`config.mk`:
```
export PLATFORM = sky130hd
export DESIGN_NAME = oneshot_scheduler
export DESIGN_NICKNAME = d
export VERILOG_FILES = /design/src/rtl/oneshot_scheduler.sv
export SDC_FILE = /design/constraint.sdc
export NUM_CORES = 1
export LEC_CHECK = 0
export ABC_AREA = 1
export CORE_ASPECT_RATIO = 0.8
export CORE_MARGIN = 4
export CORE_UTILIZATION = 30
export CTS_BUF_LIST = sky130_fd_sc_hd__clkbuf_4
export DETAILED_ROUTE_END_ITERATION = 16
export MAX_ROUTING_LAYER = met4
export PLACE_DENSITY = 0.56
export SETUP_SLACK_MARGIN = 0.02
export SLEW_MARGIN = 20
export SYNTH_ARGS = -nofsm -noshare
export SYNTH_HDL_FRONTEND = slang
export SYNTH_SLANG_ARGS = --single-unit
```
`constraint.sdc`:
```
create_clock -name clk -period 2.9 [get_ports clk]
set_clock_uncertainty 0.1 [all_clocks]
set_input_delay 0.435 -clock clk [delete_from_list [all_inputs] [get_ports clk]]
set_output_delay 0.435 -clock clk [all_outputs]
set_load 0.03 [all_outputs]
```
`src/rtl/oneshot_scheduler.sv`:
```
// oneshot_scheduler: round-robin sharing of one
// monostable pulse generator among N requesters.
module oneshot_scheduler #(
  parameter int N   = 4,
  parameter int W   = 8,
  parameter int GAP = 2
) (
  input  logic           clk,
  input  logic           rst,
  input  logic [N-1:0]   req,
  input  logic [N*W-1:0] width_i,
  output logic           pulse,
  output logic [N-1:0]   grant,
  output logic [N-1:0]   done,
  output logic [N-1:0]   drop,
  output logic           busy
);

  localparam int IW = (N > 1) ? $clog2(N) : 1;

  typedef enum logic [1:0] {
    S_IDLE,
    S_PULSE,
    S_GAP
  } state_t;

  state_t         state_q, state_d;
  logic [W-1:0]   cnt_q, cnt_d;
  logic [IW-1:0]  owner_q, owner_d;
  logic [IW-1:0]  ptr_q, ptr_d;
  logic [N-1:0]   pending_q, pending_d;
  logic [N-1:0]   clr;
  logic [N-1:0]   drop_d, grant_d, done_d;
  logic           pulse_d, busy_d;
  logic [IW-1:0]  win, scan;
  logic           hit;
  logic [W-1:0]   sel, len;

  // round-robin scan of pending starting at ptr
  always_comb begin
    win  = ptr_q;
    scan = ptr_q;
    hit  = 1'b0;
    for (int k = 0; k < N; k++) begin
      scan = IW'((int'(ptr_q) + k) % N);
      if (!hit && pending_q[scan]) begin
        hit = 1'b1;
        win = scan;
      end
    end
    sel = width_i[int'(win)*W +: W];
    len = (sel == '0) ? W'(1) : sel;
  end

  // state register, counters and registered outputs
  always_ff @(posedge clk or posedge rst) begin
    if (rst) begin
      state_q   <= S_IDLE;
      cnt_q     <= '0;
      owner_q   <= '0;
      ptr_q     <= '0;
      pending_q <= '0;
      pulse     <= 1'b0;
      grant     <= '0;
      done      <= '0;
      drop      <= '0;
      busy      <= 1'b0;
    end else begin
      state_q   <= state_d;
      cnt_q     <= cnt_d;
      owner_q   <= owner_d;
      ptr_q     <= ptr_d;
      pending_q <= pending_d;
      pulse     <= pulse_d;
      grant     <= grant_d;
      done      <= done_d;
      drop      <= drop_d;
      busy      <= busy_d;
    end
  end

  // next state: arbitrate in idle, count pulse and gap
  always_comb begin
    state_d = state_q;
    cnt_d   = cnt_q;
    owner_d = owner_q;
    ptr_d   = ptr_q;
    clr     = '0;
    unique case (state_q)
      S_IDLE: begin
        if (hit) begin
          state_d  = S_PULSE;
          cnt_d    = len;
          owner_d  = win;
          ptr_d    = (int'(win) == N - 1) ? '0 : win + 1'b1;
          clr[win] = 1'b1;
        end
      end
      S_PULSE: begin
        if (cnt_q == W'(1)) begin
          if (GAP > 0) begin
            state_d = S_GAP;
            cnt_d   = W'(GAP);
          end else begin
            state_d = S_IDLE;
          end
        end else begin
          cnt_d = cnt_q - 1'b1;
        end
      end
      S_GAP: begin
        if (cnt_q == W'(1)) state_d = S_IDLE;
        else cnt_d = cnt_q - 1'b1;
      end
      default: state_d = S_IDLE;
    endcase
  end

  // outputs for the next cycle plus request capture
  always_comb begin
    pending_d = (pending_q & ~clr) | req;
    drop_d    = req & pending_q & ~clr;
    pulse_d   = (state_d == S_PULSE);
    busy_d    = (state_d != S_IDLE);
    grant_d   = '0;
    done_d    = '0;
    if (pulse_d) begin
      grant_d[owner_d] = 1'b1;
      if (cnt_d == W'(1)) done_d[owner_d] = 1'b1;
    end
  end

endmodule

```
==> run metrics <==
status=complete, no violations; worst-path maximum fanout=14; setup violators final=0; clk sinks=32; Die Ht=90.2 um; minimum clock period=2630 ps; total track usage=14.5%; ranking of synthesized cells by area=dfrtp_1 (32%), nand2_1 (23%), nand3_1 (9.9%), inv_1 (8.1%), nor2_1 (3.6%); core area=0.00809 sq mm; total power draw=0.00357 W; Worst EP arrival=2800 ps; area share of the largest cell type after synthesis=31.6%; initial antenna violation count=0; Reg area=803 sq um; relative slew slack=64.3%; setup TNS=0 ps; Post-Syn Nets=440; Final GP Congestion=0.874; multi-input logic area=0.00148 sq mm; CTS tree=built; first-pass GRT wire length=11.9 mm; Final ANT Viol Nets=0; Core Rows=29; CTS Root Cell=clkbuf_4; worst path required time=3070 ps; worst-margin pin slew=535 ps; CP Capture Type=flip-flop; most frequent cells after synthesis=nand2_1 (153), inv_1 (55), nand3_1 (50); unrepaired setup endpoints after global routing=no; share of layout cells above drive strength 1=11.7%; CP startpoint kind=flip-flop; Syn Area/Cell=6.41 sq um; Cells after Synth=395; fillcell total=842; H-Tree Depth=2; Vias=2463; Congestion Overflow GR=0; crit path kind=reg2reg; pwr dens=1080 mW/mm^2; antenna cell count=0; Final Cycle Share=90.7%; Post-synth EDFFs=0; Seq/Total Area, Yosys=31.6%; leakage=1.76 nW; Core Util, Final=40.9%; post-DP HPWL=5.15 mm; largest net degree at the start of global routing=33; Cell Area, Synth=0.00253 sq mm; # IOs=52; Synth Flop Type=dfrtp_1; die area=0.00999 sq mm; vias per inst=4.40; most numerous cell in the Yosys netlist=nand2_1; ys async rst share=100%; maximum clock insertion buffer count=2; DRC viols=0; vias in the first global route=2450; hold_buf cts=0; synth warn=0; # nets final=496; Clk Latency, worst-skew pair=350 ps; Avg WL per Cell=12.2 um; Initial Util=31.3%; Hold Fails Final Rpt=0; final instance area=0.00331 sq mm; drt pass-1 iters=4; Clock transition at path regs=130 ps; worst vdd ir=0.526 mV; synth unique cells=28; DIE WIDTH=111 um; CTS buffer count=5; Detailed Route WL=6.81 mm; Syn-to-layout area delta=30.6%; Worst Hold Class=in2async; IO Port Bufs=51; placed cell count=552; FMAX=380 MHz; Yosys reg bits=32; DP Area=0.00316 sq mm; initial DRC count=134; Slew Viols, Final=0; cell taking the most area after synthesis=dfrtp_1; Cell Count, Final, Fillers Out=560; max-cap violations=0
registers in the layout, summed over array words and instances, names as in the netlist:
name       flops
ptr_q          2
busy           1
pulse          1
drop           4
done           4
cnt_q          8
pending_q      4
state_q        2
owner_q        2
grant          4
power breakdown:
group	internal (W)	switching (W)	total, W
Sequential	0.000597	0.000125	0.000722
Clock	0.000180	0.000168	0.000348
Combinational	0.000870	0.00163	0.00250
Total	0.00165	0.00193	0.00357
worst paths after layout:
path | start | endpoint | slack, ps | cells past startpoint
setup / recovery | ptr_q[0] | done[2] | 270 | 19
hold / removal | rst | done[0] | 350 | 3
setup reg to reg | ptr_q[0] | done[2] | 270 | 19
hold reg to reg | owner_q[0] | owner_q[0] | 420 | 2
max in group asynchronous | rst | ptr_q[1] | 2010 | 3
min in group clk | owner_q[0] | owner_q[0] | 420 | 2
stage by stage:
stage	worst slack, ps	hold slack [ps]
floorplan	638	392
global placement	217	432
detailed placement	220	436
CTS	180	362
global route	21.6	376
finish	269	355
layout make-up:
| cell class | instances | share of cell area (%) |
|---|---|---|
| tap | 108 | 4.08 |
| inverter | 60 | 7.07 |
| clock buffer | 5 | 1.13 |
| sequential | 32 | 24.3 |
| multi-input combinational | 293 | 44.6 |
| clock inverter | 3 | 1.29 |
| timing repair buffer | 59 | 17.6 |
metal layers:
layer	track usage (%)	share of wire (%)
met5	-	0
met3	3.56	5.5
met1	21.6	56
met4	4.00	0.93
met2	19.1	38
kinds of logic (layout without fill, tap and decap cells):
logic type / Yosys count / in the layout / synth area share, %
AO/OA/AOI/OAI: 24 / 24 / 4.94
XOR/XNOR: 5 / 5 / 1.73
adder cells (fa/ha/maj): 7 / 7 / 3.46
buffers and inverters: 70 / 127 / 12.1
flip-flops: 32 / 32 / 31.6
AND/OR/NAND/NOR: 257 / 257 / 46.2
timing repair:
| action | CTS | global route |
|---|---|---|
| setup buffers | 0 | 0 |
| resized for setup | 0 | 20 |
| endpoints found under the hold margin | 0 | 0 |
| endpoints found under the setup margin | 0 | 5 |
worst max-delay path, cell delays in order (launching register included):
cell     delay, ps
dfrtp_2        470
buf_4          170
nand2_2         80
nand2_1         90
nand2_1         70
nand2_1        100
nor2_4         150
nand4_4        130
buf_6          190
nand3_1        110
nand2_1         70
nand2_1         50
nand3_1         80
nand2_1         90
nand3_2         70
nor2_1         140
nand2_1         80
nor2_2         120
nand3_4        110
nor2_2          90
placed cells by master (no fill, tap or decap):
cell and instances:
nand2_1 150, inv_1 55, clkdlybuf4s50_1 51, nand3_1 49
dfrtp_1 30, nor2_1 22, o21ai_0 14, nand2_2 11
a21oi_1 7, ha_1 7, buf_4 6, nand2_4 5
xor2_1 5, clkbuf_4 5, nand3_2 4, nor2_2 4
nand3b_1 3, clkinv_2 2, nand4_4 2, or2_2 2
dfrtp_2 2, inv_6 1, nor2_4 1, nand2_8 1
inv_2 1, clkinv_1 1, inv_4 1, nand4_1 1
o21bai_1 1, o21ai_1 1, nor3_1 1, nand3_4 1
a21boi_0 1, clkinvlp_4 1, bufinv_16 1, buf_8 1
buf_6 1
(Power assumes the default switching activity.)
